[src/rtl/pwm_bank.sv]
// N-channel PWM bank: byte register port, prescaler, double-buffered duty.
// Optional center-aligned mode via `define PWM_BANK_CENTER_ALIGN_EN.
module pwm_bank #(
  parameter int          CHANNELS    = 16,
  parameter logic [11:0] PRESC_RESET = 12'd0
) (
  input  logic                clk,
  input  logic                rst_n,
  input  logic                wr_en,
  input  logic [5:0]          wr_addr,
  input  logic [7:0]          wr_data,
  output logic [CHANNELS-1:0] out,
  output logic                period_start
);

  localparam int NB = CHANNELS / 8;

  logic [CHANNELS-1:0] r_out_en;
  logic [CHANNELS-1:0] r_pwm_en;
  logic [CHANNELS-1:0] r_out;
  logic [7:0]          r_pend [CHANNELS];
  logic [7:0]          r_act  [CHANNELS];
  logic [11:0]         r_presc;
  logic [11:0]         r_presc_cnt;
  logic [7:0]          r_cnt;
  logic                r_wrap;
  logic                r_ps;

  logic                w_tick;
  logic                w_presc_we;
  logic                w_wrap_pos;
  logic                w_wrap;
  logic [7:0]          w_cnt_step;
  logic [5:0]          w_didx;
  logic [CHANNELS-1:0] w_duty_we;
  logic [NB-1:0]       w_oen_we;
  logic [NB-1:0]       w_pen_we;
  logic [CHANNELS-1:0] w_pwm;

`ifdef PWM_BANK_CENTER_ALIGN_EN
  logic r_mode;
  logic r_mode_pend;
  logic r_down;
  logic w_down_nxt;
`endif

  always_comb begin
    w_tick     = (r_presc_cnt == r_presc);
    w_presc_we = wr_en && (wr_addr == 6'h08 || wr_addr == 6'h0A);
    w_didx     = wr_addr - 6'h10;
    w_duty_we  = '0;
    w_pwm      = '0;
    for (int i = 0; i < CHANNELS; i++) begin
      w_duty_we[i] = wr_en && (wr_addr >= 6'h10) &&
                     (w_didx == 6'(i));
      w_pwm[i] = (r_act[i] == 8'hFF) | (r_cnt < r_act[i]);
    end
    w_oen_we = '0;
    w_pen_we = '0;
    for (int k = 0; k < NB; k++) begin
      w_oen_we[k] = wr_en && (wr_addr == 6'(k));
      w_pen_we[k] = wr_en && (wr_addr == 6'(4 + k));
    end
  end

  // Next counter value if this cycle ticks, and whether that is the wrap
  always_comb begin
    w_wrap_pos = (r_cnt == 8'd254);
    w_cnt_step = w_wrap_pos ? 8'd0 : r_cnt + 8'd1;
`ifdef PWM_BANK_CENTER_ALIGN_EN
    w_down_nxt = r_down;
    if (r_mode) begin
      w_wrap_pos = r_down && (r_cnt == 8'd1);
      if (r_down) begin
        w_cnt_step = r_cnt - 8'd1;
      end else if (r_cnt == 8'd254) begin
        w_cnt_step = 8'd253;
        w_down_nxt = 1'b1;
      end else begin
        w_cnt_step = r_cnt + 8'd1;
      end
    end
    if (w_wrap_pos) w_down_nxt = 1'b0;
`endif
    w_wrap = w_tick && w_wrap_pos;
  end

  always_ff @(posedge clk) begin
    if (!rst_n) begin
      r_out_en    <= '0;
      r_pwm_en    <= '0;
      r_out       <= '0;
      r_presc     <= PRESC_RESET;
      r_presc_cnt <= '0;
      r_cnt       <= '0;
      r_wrap      <= 1'b0;
      r_ps        <= 1'b0;
      for (int i = 0; i < CHANNELS; i++) begin
        r_pend[i] <= '0;
        r_act[i]  <= '0;
      end
`ifdef PWM_BANK_CENTER_ALIGN_EN
      r_mode      <= 1'b0;
      r_mode_pend <= 1'b0;
      r_down      <= 1'b0;
`endif
    end else begin
      if (wr_en && wr_addr == 6'h08) r_presc[7:0]  <= wr_data;
      if (wr_en && wr_addr == 6'h0A) r_presc[11:8] <= wr_data[3:0];
      r_presc_cnt <= (w_presc_we || w_tick) ? 12'd0
                                            : r_presc_cnt + 12'd1;
      if (w_tick) r_cnt <= w_cnt_step;
      for (int k = 0; k < NB; k++) begin
        if (w_oen_we[k]) r_out_en[8*k +: 8] <= wr_data;
        if (w_pen_we[k]) r_pwm_en[8*k +: 8] <= wr_data;
      end
      // A duty write landing on the wrap bypasses straight into active
      for (int i = 0; i < CHANNELS; i++) begin
        if (w_duty_we[i]) r_pend[i] <= wr_data;
        if (w_wrap) r_act[i] <= w_duty_we[i] ? wr_data : r_pend[i];
      end
      r_out  <= r_out_en & (~r_pwm_en | w_pwm);
      r_wrap <= w_wrap;
      r_ps   <= r_wrap;
`ifdef PWM_BANK_CENTER_ALIGN_EN
      if (wr_en && wr_addr == 6'h09) r_mode_pend <= wr_data[0];
      if (w_wrap) r_mode <= r_mode_pend;
      if (w_tick) r_down <= w_down_nxt;
`endif
    end
  end

  assign out          = r_out;
  assign period_start = r_ps;

endmodule
[config.mk]
export PLATFORM = sky130hd
export DESIGN_NAME = pwm_bank
export DESIGN_NICKNAME = d
export VERILOG_FILES = /design/src/rtl/pwm_bank.sv
export SDC_FILE = /design/constraint.sdc
export NUM_CORES = 1
export LEC_CHECK = 0
export BUFFER_PORTS_ARGS = -buffer_cell sky130_fd_sc_hd__buf_4
export CORE_UTILIZATION = 25
export DETAILED_ROUTE_END_ITERATION = 8
export HOLD_SLACK_MARGIN = 0.08
export PLACE_DENSITY_LB_ADDON = 0.15
export SLEW_MARGIN = 10
export SYNTH_ARGS = -nofsm -noshare
export SYNTH_HDL_FRONTEND = slang
export SYNTH_SLANG_ARGS = --single-unit
[constraint.sdc]
create_clock -name clk -period 24.5 [get_ports clk]
set_input_delay 2.45 -clock clk [delete_from_list [all_inputs] [get_ports clk]]
set_output_delay 2.45 -clock clk [all_outputs]
set_load 0.01 [all_outputs]
# Word level (Yosys, flattened, before mapping)
# Memories as Yosys holds them, arrays and structs flattened.
# Index checks and enable logic that the tools add are counted.
# W data, S select, Z words.
# word_totals
reg_bits	82
latch_bits	0
mem_bits_rw	256
rom_bits	0
input_bits	17
out_inout_bits	17
word_cells	254
memories	2
# memory_table
name	words	word_bits	rd	rd_ports_with_merged_regs	write_ports	line_no	source
r_act	16	8	16	0	16	22	logic [7:0] r_act [CHANNELS];
r_pend	16	8	16	0	16	21	logic [7:0] r_pend [CHANNELS];
# op_classes
add_sub_neg	3
multipliers	0
div	0
n_lt_le_gt_ge	17
n_eq_ne	38
shift	0
muxes	101
bitwise	52
n_reduce_logical	30
# op_table
cell	n
$mux W8	49
$eq A8 B8 Y1 const B	17
$lt A8 B8 Y1	16
$eq A6 B4 Y1 const B	10
$mux W1	52
$or A1 B1 Y1	48
$eq A6 B3 Y1 const B	6
$logic_and A1 B1 Y1	25
$and A16 B16 Y16	1
$not A16 Y16	1
$or A16 B16 Y16	1
$add A12 B1 Y12 const B	1
$eq A12 B12 Y1	1
$eq A6 B1 Y1 const B	2
$eq A6 B2 Y1 const B	2
$logic_not A6 Y1	2
$add A8 B1 Y8 const B	1
$ge A6 B5 Y1 const B	1
$sub A6 B5 Y6 const B	1
$logic_or A1 B1 Y1	2
$reduce_or A2 Y1	1
$not A1 Y1	1

# Longest topological paths before layout
# depth
word_depth	7
depth_mapped	9
depth_no_buf	7

# Worst setup path after synthesis
# No wires, ideal clock.
# synth_timing
path_kind	flip-flop to flip-flop
from	register r_cnt[1]
to	memory r_act[0][0] (enable)
setup_time_ns	0.792
arrival_ns	10.408
t_required_ns	23.708
path_slack_ns	13.301
path_stages_with_launch	6
n_path_buf	1
synth_period_minus_slack_ns	11.199
cell_sequence	dfxtp_1 > ha_1 > nand3_1 > or2_2 > buf_1 > o21ai_0
# synth_lines
element	line_no	source
start, declared	25	logic [7:0] r_cnt;
start signal, assigned	112	if (w_tick) r_cnt <= w_cnt_step;
end, declared	22	

==> impl_metrics.py <==
metrics = {
    "route": {
        "vias_per_cell": 4.63,
        "drt-pass1-iter-count": 7,
        "vias": 11600,
        "wirelength_met1_um": 24000,
        "drt_iter0_markers": 560,
        "wl_um": 50700,
        "top_layer": "met4",
        "dr_wl_met3_um": 1600,
        "wl_per_cell_um": 20.2,
        "drc": 0,
        "route.antenna.remaining_nets": 0,
        "met2_length_um": 23800,
    },
    "placed_design": {
        "pre_cts_slack_ns": 18.83,
        "gp_congestion": 0.771,
        "portBuffers": 33,
        "dpl.cell_count": 2437,
        "hpwl_um": 32200,
        "dpl_cell_area_um2": 17600,
    },
    "timing": {
        "post-route-min-period_ns": 5.04,
        "worstMarginPinSlew_ns": 1.05,
        "fin_ws_ns": 19.46,
        "max_freq_ghz": 0.198,
        "clock_skew_ns": 0.0234,
        "relSlewSlack": 0.297,
        "rsz0062_at_grt": "false",
        "slew_viol_final": 0,
        "hold_viol_final": 0,
        "post-route-period-util": 0.206,
        "finalSetupViolCount": 0,
        "setup_tns_ns": 0,
    },
    "pwr": {
        "p_switching_uw": 336,
        "finalPower_uw": 1350,
        "comb_power_share": 0.081,
        "swShare": 0.248,
        "internal_power_uw": 1020,
        "pwr-share-seq": 0.490,
        "p_leak_uw": 0.00728,
        "peakVddDrop_mv": 0.0402,
        "p_per_area_nw_per_um2": 71.7,
        "power_frac_clock": 0.430,
    },
    "layout": {
        "fin_nets": 1756,
        "fill_cells": 6784,
        "fin_area_um2": 18900,
        "n_antenna_cell": 0,
        "multi_input_area_um2": 6270,
        "drive_gt1_frac": 0.0815,
        "instances_no_fill": 2511,
        "layout-area-overhead-vs-synth_pct": 15.7,
        "seqCellArea_um2": 9330,
    },
    "setup_path": {
        "cp-start-kind": "primary input",
        "cpMaxStageDelayCell": "buf_4",
        "crit_fanout": 56,
        "crit_buf_inv": 5,
        "cp_top_family": "buffers and inverters",
        "path_class": "in -> reg",
        "cp_common_cell": "buf_4",
        "worstPathCellList": "buf_4, buf_4, buf_4, o21ai_4, buf_4, buf_4",
        "crit_required_ns": 24.70,
        "max_stage_delay_ns": 0.71,
        "end_kind": "flip-flop",
        "cp.arrival_ns": 5.24,
    },
    "floorplanning": {
        "die_area_um2": 66200,
        "top_level_ports": 34,
        "rows": 93,
        "fp.dieW_um": 257,
        "core_um2": 64500,
        "die_y_um": 257,
        "start_util": 0.253,
    },
    "logic_synthesis": {
        "synth_area_leaders": "edfxtp_1, dfxtp_1, ha_1, nand2_1, nor2_1",
        "synthSimpleGateAreaFrac": 0.161,
        "synth_seq_area_share": 0.572,
        "synth_area_um2": 16300,
        "syn_inst": 1589,
        "synthFlopType": "edfxtp_1",
        "synth.most_common_cell": "nand2_1",
        "async_flop_share": 0,
        "synth_top_area_cell": "edfxtp_1",
        "synth_compound_area_frac": 0.109,
        "synth_edf_count": 256,
        "synth.net_count": 1721,
        "ys_warn_count": 0,
        "netlist_top_cells_count": "nand2_1, edfxtp_1, nor2_1, a21oi_1, inv_1",
        "synth_top_family_by_area": "simple AND/OR/NAND/NOR gates",
        "netlist.area_leader.share": 0.471,
        "synth_xor_area_frac": 0.0118,
        "postSynthAreaPerCell_um2": 10.3,
        "ys_types": 43,
        "synthAdderAreaFrac": 0.0883,
        "synth_seq_cells": 338,
        "muxShareOfSynthArea": 0.0123,
    },
    "clock_network": {
        "cts_setup_buffers": 0,
        "cts_resized": 0,
        "hold_buffers": 0,
        "cts.root.buffer_cell": "clkbuf_16",
        "cts.clk_slew.worst_paths_ns": 0.06,
        "clock_latency_ns": 0.57,
        "cts-buffers-inserted": 40,
        "cts_sinks": 338,
        "clk_path_buf_depth": 3,
        "cts_tree": "yes",
        "htreeDepth": 2,
    },
    "global_route": {
        "grt.total_usage": 0.154,
        "grt_max_degree": 82,
        "grt_pass1_wl_um": 75000,
        "grt-ovfl-total": 0,
        "antenna_found_initial": 0,
        "grt_pass1_vias": 11500,
    },
    "worst_hold_path": {
        "hold_class": "reg -> reg",
    },
    "job": {
        "maxCapViolCount": 0,
    },
    "status": {
        "status": "complete, no violations",
    },
}
==> cell type report <==
type / count / share of cell area
sequential: 338 / 0.495
tap: 855 / 0.0567
timing repair buffer: 61 / 0.0247
multi-input combinational: 1060 / 0.333
clock buffer: 56 / 0.0606
inverter: 123 / 0.0245
clock inverter: 18 / 0.00630
==> cells by family after synthesis <==
| logic type | after synthesis |
|---|---|
| XOR/XNOR | 22 |
| multiplexers | 20 |
| adder cells (fa/ha/maj) | 115 |
| AND/OR/NAND/NOR | 606 |
| AO/OA/AOI/OAI | 297 |
| flip-flops | 338 |
| buffers and inverters | 191 |
==> path summary, 6_finish.rpt <==
| kind | startpoint | endpoint | slack [ns] | depth (start not counted) |
|---|---|---|---|---|
| max | rst_n | r_act[1][59]$_SDFFCE_PN0P_ | 19.46 | 6 |
| min | r_pwm_en[12]$_SDFFE_PN0P_ | r_pwm_en[12]$_SDFFE_PN0P_ | 0.47 | 2 |
| max reg2reg | r_presc_cnt[2]$_SDFF_PP0_ | r_act[1][59]$_SDFFCE_PN0P_ | 20.14 | 6 |
| min reg2reg | r_pwm_en[12]$_SDFFE_PN0P_ | r_pwm_en[12]$_SDFFE_PN0P_ | 0.47 | 2 |
==> worst register-to-register path, stage by stage, from the launching register on <==
cell	delay [ns]
dfxtp_1	0.51
xor2_1	0.11
nor4_1	0.32
nand3_1	0.58
o21ai_4	1.05
buf_4	0.64
buf_4	0.71
==> metal layers <==
layer	track usage	up-vias
li1	-	5641
met1	0.204	5695
met2	0.256	205
met4	0.0485	0
met3	0.0231	91
met5	0	-
==> power groups by stage <==
stage	sequential (µW)	clock, µW	combinational (µW)
final	662	581	109
after global routing	665	616	124
after CTS	662	595	112
after detailed placement	674	0	111
after global placement	675	0	109
after floorplan	675	0	62.6
==> placed cells by master, fill, tap and decap left out, types with 41 or more instances in the layout <==
cell type	instances
o21ai_0	44
clkbuf_16	41
ha_1	115
dfxtp_1	82
nor2_1	217
inv_1	123
a21oi_1	154
nand4_1	44
edfxtp_1	256
buf_4	60
nand2_1	257
==> state kept, by name, summed over array words and instances, names as in the netlist <==
| name | count |
|---|---|
| r_wrap | 1 |
| r_presc | 12 |
| r_pend | 128 |
| r_act | 128 |
| period_start | 1 |
| r_presc_cnt | 12 |
| out | 16 |
| r_pwm_en | 16 |
| r_cnt | 8 |
| r_out_en | 16 |
==> through the flow <==
step / hold slack, ns / util
2_1_floorplan: 0.412 / -
3_3_place_gp: 0.468 / 0.273
3_5_place_dp: 0.471 / 0.273
4_1_cts: 0.479 / 0.292
5_1_grt: 0.501 / 0.293
6_report: 0.474 / 0.293
Power figures use the tool's default switching activity.
